==> src/rtl/feeder_msg_ctrl.sv <==
// feeder_msg_ctrl: cat-feeder sequencer driving the motor and the 3-bit LCD message code.
// Define FEEDER_SERVE_LIMIT_EN to cap servings per cat at MAX_SERVES between resets.
module feeder_msg_ctrl #(
    parameter int DEB_CYC   = 500000,
    parameter int DISP_CYC  = 100000000,
    parameter int SERVE_MAX = 500000000,
    parameter int CAT1_MIN  = 20,
    parameter int CAT1_MAX  = 45,
    parameter int CAT2_MIN  = 46,
    parameter int CAT2_MAX  = 80
`ifdef FEEDER_SERVE_LIMIT_EN
    , parameter int MAX_SERVES = 3
`endif
) (
    input  logic       iCLK,
    input  logic       iRST_N,
    input  logic       key_a,
    input  logic       key_b,
    input  logic       cat_present,
    input  logic [7:0] weight,
    input  logic       plate_full,
    output logic [2:0] mensaje,
    output logic       motor_on,
    output logic [1:0] cat_id
);
    typedef enum logic [2:0] {
        IDLE = 3'b000, CAT1 = 3'b001, CAT2 = 3'b010,
        WAIT_CAT = 3'b011, SERVE = 3'b100, FULL = 3'b101
    } state_t;
    localparam int DW = $clog2(DEB_CYC + 1);
    state_t state_q, state_d;
    logic [2:0] ka_q, kb_q;
    logic [1:0] cp_q, pf_q;
    logic [DW-1:0] deb_q, deb_d;
    logic cat_ok_q, cat_ok_d;
    logic clr_q, clr_d;
    logic [1:0] cat_id_q, cat_id_d;
    logic [29:0] tmr_q, tmr_d;
    logic ka_pulse, kb_pulse, is_c1, is_c2, disp_end, serve_end, capped;
    assign ka_pulse  = ka_q[1] & ~ka_q[2];
    assign kb_pulse  = kb_q[1] & ~kb_q[2];
    assign is_c1     = weight >= 8'(CAT1_MIN) && weight <= 8'(CAT1_MAX);
    assign is_c2     = weight >= 8'(CAT2_MIN) && weight <= 8'(CAT2_MAX);
    assign disp_end  = tmr_q == 30'(DISP_CYC - 1);
    assign serve_end = pf_q[1] || tmr_q == 30'(SERVE_MAX - 1);
    assign mensaje   = state_q;
    assign motor_on  = state_q == SERVE;
    assign cat_id    = cat_id_q;
`ifdef FEEDER_SERVE_LIMIT_EN
    localparam logic [1:0] MAXS = 2'(MAX_SERVES);
    logic [1:0] srv1_q, srv1_d, srv2_q, srv2_d;
    logic srv_entry;
    assign capped    = cat_id_q == 2'b10 ? srv2_q == MAXS : srv1_q == MAXS;
    assign srv_entry = state_d == SERVE && state_q != SERVE;
    always_comb begin
        srv1_d = kb_pulse ? 2'b00 : (srv_entry && cat_id_q == 2'b01 && srv1_q != MAXS) ? srv1_q + 2'b01 : srv1_q;
        srv2_d = kb_pulse ? 2'b00 : (srv_entry && cat_id_q == 2'b10 && srv2_q != MAXS) ? srv2_q + 2'b01 : srv2_q;
    end
    always_ff @(posedge iCLK or negedge iRST_N) begin
        if (!iRST_N) begin
            srv1_q <= 2'b00;
            srv2_q <= 2'b00;
        end else begin
            srv1_q <= srv1_d;
            srv2_q <= srv2_d;
        end
    end
`else
    assign capped = 1'b0;
`endif
    // cat_ok flips only after the synced input has disagreed for DEB_CYC straight cycles
    always_comb begin
        deb_d    = (cp_q[1] == cat_ok_q || deb_q == DW'(DEB_CYC - 1)) ? '0 : deb_q + 1'b1;
        cat_ok_d = (cp_q[1] != cat_ok_q && deb_q == DW'(DEB_CYC - 1)) ? cp_q[1] : cat_ok_q;
    end
    always_comb begin
        state_d  = state_q;
        cat_id_d = cat_id_q;
        clr_d    = clr_q & cat_ok_q;
        case (state_q)
            IDLE:     if (ka_pulse) state_d = WAIT_CAT;
            WAIT_CAT: if (cat_ok_q && !clr_q) begin
                          state_d  = is_c1 ? CAT1 : is_c2 ? CAT2 : WAIT_CAT;
                          cat_id_d = is_c1 ? 2'b01 : is_c2 ? 2'b10 : 2'b00;
                      end
            CAT1, CAT2: if (disp_end) state_d = capped ? FULL : SERVE;
            SERVE:    if (serve_end) state_d = FULL;
            FULL:     if (disp_end) begin
                          state_d  = WAIT_CAT;
                          cat_id_d = 2'b00;
                          clr_d    = 1'b1;
                      end
            default:  state_d = IDLE;
        endcase
        if (kb_pulse) begin
            state_d  = IDLE;
            cat_id_d = 2'b00;
            clr_d    = 1'b0;
        end
        tmr_d = (state_d != state_q || state_q == IDLE || state_q == WAIT_CAT) ? '0 : tmr_q + 1'b1;
    end
    always_ff @(posedge iCLK or negedge iRST_N) begin
        if (!iRST_N) begin
            ka_q     <= '0;
            kb_q     <= '0;
            cp_q     <= '0;
            pf_q     <= '0;
            deb_q    <= '0;
            cat_ok_q <= 1'b0;
            clr_q    <= 1'b0;
            cat_id_q <= 2'b00;
            tmr_q    <= '0;
            state_q  <= IDLE;
        end else begin
            ka_q     <= {ka_q[1:0], key_a};
            kb_q     <= {kb_q[1:0], key_b};
            cp_q     <= {cp_q[0], cat_present};
            pf_q     <= {pf_q[0], plate_full};
            deb_q    <= deb_d;
            cat_ok_q <= cat_ok_d;
            clr_q    <= clr_d;
            cat_id_q <= cat_id_d;
            tmr_q    <= tmr_d;
            state_q  <= state_d;
        end
    end
endmodule

==> config.mk <==
export PLATFORM = sky130hd
export DESIGN_NAME = feeder_msg_ctrl
export DESIGN_NICKNAME = d
export VERILOG_FILES = /design/src/rtl/feeder_msg_ctrl.sv
export SDC_FILE = /design/constraint.sdc
export NUM_CORES = 1
export LEC_CHECK = 0
export BUFFER_PORTS_ARGS = -buffer_cell sky130_fd_sc_hd__buf_2
export CAP_MARGIN = 20
export CORE_MARGIN = 10
export CORE_UTILIZATION = 50
export CTS_CLUSTER_DIAMETER = 150
export DETAILED_ROUTE_END_ITERATION = 8
export HOLD_SLACK_MARGIN = 0.15
export PLACE_DENSITY_LB_ADDON = 0.05
export SLEW_MARGIN = 25
export SYNTH_ARGS = -nofsm -noshare
export SYNTH_HDL_FRONTEND = slang
export SYNTH_SLANG_ARGS = --single-unit
export TNS_END_PERCENT = 30
==> constraint.sdc <==
create_clock -name iCLK -period 2.15 [get_ports iCLK]
set_input_delay 0.215 -clock iCLK [delete_from_list [all_inputs] [get_ports iCLK]]
set_output_delay 0.215 -clock iCLK [all_outputs]
set_load 0.05 [all_outputs]
Word level (Yosys, flattened, before mapping)
Cells that the tools add are included.

Word-level logic and storage cells: 67. Register bits: 66.

$lt $le $gt $ge: 4. Mux-type cells: 20. $add $sub $neg: 2. Reduce and logical (&&, ||, !) cells: 13. Bitwise operators: 5. Eq/ne operators: 13.

Operators by type and width (count): $add A30 B1 Y30 const B (1); $eq A30 B27 Y1 const B (1); $eq A30 B29 Y1 const B (1); $mux W30 (1); $add A19 B1 Y19 const B (1); $eq A19 B19 Y1 const B (1); $mux W19 (1); $mux W3 (6); $pmux W3 S5 (1); $mux W2 (6); $ge A8 B5 Y1 const B (1); $ge A8 B6 Y1 const B (1); $le A8 B6 Y1 const B (1); $le A8 B7 Y1 const B (1); $eq A3 B2 Y1 const B (2); $eq A3 B3 Y1 const B (2); $ne A3 B3 Y1 const B (2); $logic_and A1 B1 Y1 (4); $logic_or A1 B1 Y1 (4); $mux W1 (4); $pmux W2 S2 (1); $and A1 B1 Y1 (3); $eq A3 B1 Y1 const B (1); $logic_not A3 Y1 (1); 8 further kinds (9).

Depth between registers and ports, before layout
Depth in word-level cells: 11. Mapped depth: 7. Depth with buffers taken out: 6.

Worst setup path after synthesis
OpenSTA, ideal clock, no wires.

Path type: reg-to-reg. From: register state_q[2] (netlist: mensaje[2]). To: register tmr_q[9]. Cell stages (with the launch flop): 7. Arrival: 2.422 ns. Data required time: 2.078 ns. Slack: -0.345 ns. Library setup time: 0.072 ns. Clock period less this slack: 2.495 ns. Cells stage by stage: dfrtp_1 -> nor2b_1 -> nor2b_1 -> nor4b_1 -> o211ai_1 -> buf_2 -> nor2_1.

Elaborated cells on any way between the ends: 18. Those cells by class: eq/ne: 6; mux: 8; reduce/logical: 4.

RTL lines: from (decl) (RTL line 31) `state_t state_q, state_d;`; from (signal assigned) (RTL line 124) `state_q <= state_d;`; $eq A3 B3 Y1; via motor_on (RTL line 23) `output logic motor_on,`; $pmux W3 S5 (RTL line 80) `case (state_q)`; $mux W3 (RTL line 95) `if (kb_pulse) begin`; $ne A3 B3 Y1 (RTL line 100) `tmr_d = (state_d != state_q || state_q == IDLE || state_q == WAIT_CAT) ? '0 : tmr_q + 1'b1;`; $logic_or A1 B1 Y1 (2 in series) (RTL line 100); $mux W30 (RTL line 100); via tmr_d[9] (RTL line 38) `logic [29:0] tmr_q, tmr_d;`; to (signal assigned) (RTL line 123) `tmr_q <= tmr_d;`; to (decl) (RTL line 38).

The timed path passes the listed nets, and every way through them passes these cells. A chain may end at the register's enable or synchronous reset.

Final worst setup path
From: register tmr_q[27]. To: register tmr_q[10].

Cells in the longest elaborated chain, start to end: 9. Elaborated cells on any way between the ends: 12. Those cells by class: eq/ne: 3; mux: 6; reduce/logical: 3.

Ends and longest elaborated chain: $eq A30 B29 Y1 (RTL line 45) `assign serve_end = pf_q[1] || tmr_q == 30'(SERVE_MAX - 1);`; $logic_or A1 B1 Y1 (RTL line 45); $mux W3 (RTL line 87) `SERVE: if (serve_end) state_d = FULL;`; $pmux W3 S5 * (RTL line 80); $mux W3 * (RTL line 95); $ne A3 B3 Y1 * (RTL line 100); $logic_or A1 B1 Y1 * (2 in series) (RTL line 100); $mux W30 * (RTL line 100); via tmr_d[10] (RTL line 38).

The timed path passes the listed nets; every way through them passes the cells marked *.

==> results.md <==
* Reported leakage power at 1.58 nW
* Worst setup slack before clock tree synthesis at 0.0271 ns
* Capturing element type of the critical path: flop
* Maximum clock rate at 0.476 GHz
* Source of the critical timing path: tmr_q[27]$_DFF_PN0_
* Sum of net half-perimeters after detailed placement at 4.63 mm
* Final global-route overflow total at 0
* Routed via count divided by cell count at 5.51
* Synth warn at 0
* Clock latency at the later pin of the worst-skew pair at 0.34 ns
* 1st-iter DRT viols at 115
* Drt total wl at 6.77 mm
* Aggregate negative setup slack at 0 ns
* Post-layout util at 60.6%
* Iteration count of the initial detailed-routing pass at 4
* Synthesized cell area at 3290 µm²
* Number of CTS-inserted buffers at 9
* CTS H-tree depth at 3
* Count of placed standard cells in the final layout, fillers left out at 461
* Vias in the first global route at 2404
* Clock tree from TritonCTS: yes
* Remaining number of nets flagged by the antenna check after routing at 0
* Overall routing resource usage at 13.8%
* Delay contributed by the slowest stage of the critical path at 0.54 ns
* Number of ports placed on the die boundary at 20
* Post-Syn Instances at 340
* Synth Net Count at 356
* Path class of the lowest-slack min-delay path: in -> reg
* Crit path setup slack, layout at 0.0513 ns
* Worst Tran Pin Value at 0.565 ns
* Total power at 2.97 mW
* Horizontal die dimension at 101 µm
* Top flip-flop cell by instance count after synthesis: sky130_fd_sc_hd__dfrtp_1
* Core region area at 6390 µm²
* Final cycle utilization of the critical path at 97.6%
* Antenna violations before repair at 0
* Clock-pin slew on the worst setup and hold paths at 0.08 ns
* Pin count of the biggest net entering global routing at 47
* Unique masters post-synth at 46
* Vias at 2541
* Root buffer selected by CTS: sky130_fd_sc_hd__clkbuf_8
* Setup repair after global routing missed its margin: yes
* Final Wtd Congestion at 0.849
* Die area at 10200 µm²
* Slack of the worst reg-to-reg path at 0.05 ns
* Ordered list of cells on the worst path: or4b_4, nor4b_4, a31oi_1, o211ai_1, clkbuf_16, nor2_1
* Height of the chip at 101 µm
* Power density over the cells at 767 nW/µm²
* Number of buffers inserted by port buffering at 19
* Number of max-cap violations at 0
* Fillers at 557
* Count of antenna diodes in the layout at 0
* Maximum fanout count along the critical path at 30
* Routed length per placed instance at 14.7 µm
* Post-layout net count at 395
* Global-route wire length before repair at 11.4 mm
* Post-detailed-route DRC marker count at 0
* Number of synthesized register bits at 66
* Most frequent standard cell in the layout excluding fill and tap cells: sky130_fd_sc_hd__dfrtp_1
* Layout Skew at 0.0109 ns
* Post-Synthesis Mean Instance Area at 9.67 µm²
* Share of synthesized flip-flops with an asynchronous set or reset at 100%
* Endpoint arrival time on the critical path at 2.32 ns
* R2r startpoint: tmr_q[27]$_DFF_PN0_
* Required time worst endpoint at 2.37 ns
* Pins over their slew limit at 0
* Cells after DPL at 440
* Portion of the post-synthesis area used by sequential elements at 50.2%
* Post-synth EDFFs at 0
* Final instance area at 3870 µm²
* Share of final-layout standard cells stronger than drive strength 1 at 18.2%
* Maximum clock path buffer count at 2
* Category of the most critical setup path: reg -> reg
* Peak ir drop on the vdd network at 0.633 mV
* Final setup violating endpoints at 0
* Period minus WS final at 2.10 ns
* Leading cell types in the layout, fill and taps excluded: sky130_fd_sc_hd__dfrtp_1 (66), sky130_fd_sc_hd__nor2_1 (62), sky130_fd_sc_hd__xnor2_1 (29)
* Synth-to-layout area growth at 17.7%
* Initial cell density of the core at 51.5%
* Critical hold path startpoint: weight[7]
* Clock sink count at 66
* Slowest library cell on the worst path: sky130_fd_sc_hd__or4b_4
* Number of endpoints with negative hold slack in the final report at 0
* Area of placed instances at 3580 µm²
* Outcome: complete, no violations
* Worst slew margin relative to its limit at 61.8%
* Row Count at 29
* Hold slack final at 0.344 ns
* Worst setup SP type: flop
==> power breakdown <==
part,leakage (nW),internal [mW],switching (mW)
Combinational,0.598,0.196,0.378
Clock,0.0990,0.533,0.491
Sequential,0.887,1.31,0.0670
==> cell families (layout without fill, tap and decap cells) <==
kind of cell,after synthesis,after routing,share of synthesized area (%)
xor+xnor,46,46,12.3
flops,66,66,50.2
mux,3,3,0.952
buf+inv,20,64,2.44
fa+ha+maj,2,2,0.761
compound gates,21,21,4.53
simple gates,182,182,28.8
==> final timing paths <==
path,end,cells past startpoint
hold / removal,mensaje[1]$_DFF_PN0_,4
max in group asynchronous,deb_q[18]$_DFF_PN0_,3
setup reg to reg,tmr_q[10]$_DFF_PN0_,6
min in group asynchronous,mensaje[0]$_DFF_PN0_,2
setup / recovery,tmr_q[10]$_DFF_PN0_,6
hold reg to reg,pf_q[1]$_DFF_PN0_,0
==> Yosys cell counts, types with 2 or more instances <==
master,number,share of area [%]
sky130_fd_sc_hd__nor4bb_1,2,0.61
sky130_fd_sc_hd__a41o_1,2,0.61
sky130_fd_sc_hd__xnor2_1,29,7.7
sky130_fd_sc_hd__nand2_1,27,3.1
sky130_fd_sc_hd__or2_2,3,0.57
sky130_fd_sc_hd__o21ai_0,4,0.61
sky130_fd_sc_hd__o22ai_1,2,0.38
sky130_fd_sc_hd__or3_1,2,0.38
sky130_fd_sc_hd__nand3_1,17,2.6
sky130_fd_sc_hd__nand3b_1,2,0.46
sky130_fd_sc_hd__a31oi_1,4,0.76
sky130_fd_sc_hd__nor4_1,4,0.76
sky130_fd_sc_hd__inv_1,8,0.91
sky130_fd_sc_hd__nor3_1,15,2.3
sky130_fd_sc_hd__clkbuf_1,8,0.91
sky130_fd_sc_hd__buf_2,4,0.61
sky130_fd_sc_hd__nor4b_1,5,1.3
sky130_fd_sc_hd__nor2_1,63,7.2
sky130_fd_sc_hd__and3_1,7,1.3
sky130_fd_sc_hd__xor2_1,17,4.5
sky130_fd_sc_hd__mux2i_1,2,0.61
sky130_fd_sc_hd__nand4_1,13,2.5
sky130_fd_sc_hd__a22oi_1,2,0.46
sky130_fd_sc_hd__nor2b_1,8,1.5
sky130_fd_sc_hd__dfrtp_1,66,50
sky130_fd_sc_hd__and4_1,3,0.80
sky130_fd_sc_hd__ha_1,2,0.76
==> sequential cells by signal, indices dropped and copies added, names as in the netlist <==
register  flops
clr_q         1
deb_q        19
cat_id        2
cp_q          2
pf_q          2
ka_q          3
kb_q          3
mensaje       3
cat_ok_q      1
tmr_q        30
==> final cells by class <==
class | instances | area [µm²] | area share, %
Clock buffer | 9 | 124 | 3.20
Clock inverter | 7 | 70.1 | 1.81
Inverter | 8 | 30.0 | 0.776
Multi-Input combinational cell | 254 | 1600 | 41.4
Sequential cell | 66 | 1650 | 42.7
Tap cell | 77 | 96.3 | 2.49
Timing Repair Buffer | 40 | 295 | 7.63
==> layer usage <==
| layer | vias to the layer above | global-route usage (%) | wire length [µm] |
|---|---|---|---|
| li1 | 1252 | - | - |
| met1 | 1226 | 18.7 | 3300 |
| met2 | 52 | 19.8 | 3030 |
| met3 | 11 | 3.77 | 363 |
| met4 | 0 | 6.54 | 83 |
| met5 | - | 0 | 0 |
==> repair_timing <==
item	4_1_cts	5_1_grt
setup buffers	0	0
hold buffers	5	0
endpoints found under the hold margin	24	0
gates resized for setup	0	10
endpoints found under the setup margin	0	31
==> critical path: cells and delay by family (launching register included) <==
| kind | cells | cell delay, ns |
|---|---|---|
| DFF | 1 | 0.42 |
| AOI/OAI and AO/OA | 2 | 0.40 |
| and+or+nand+nor | 3 | 0.89 |
| buffers and inverters | 1 | 0.26 |
No activity file was read; power rests on OpenSTA's default activity.
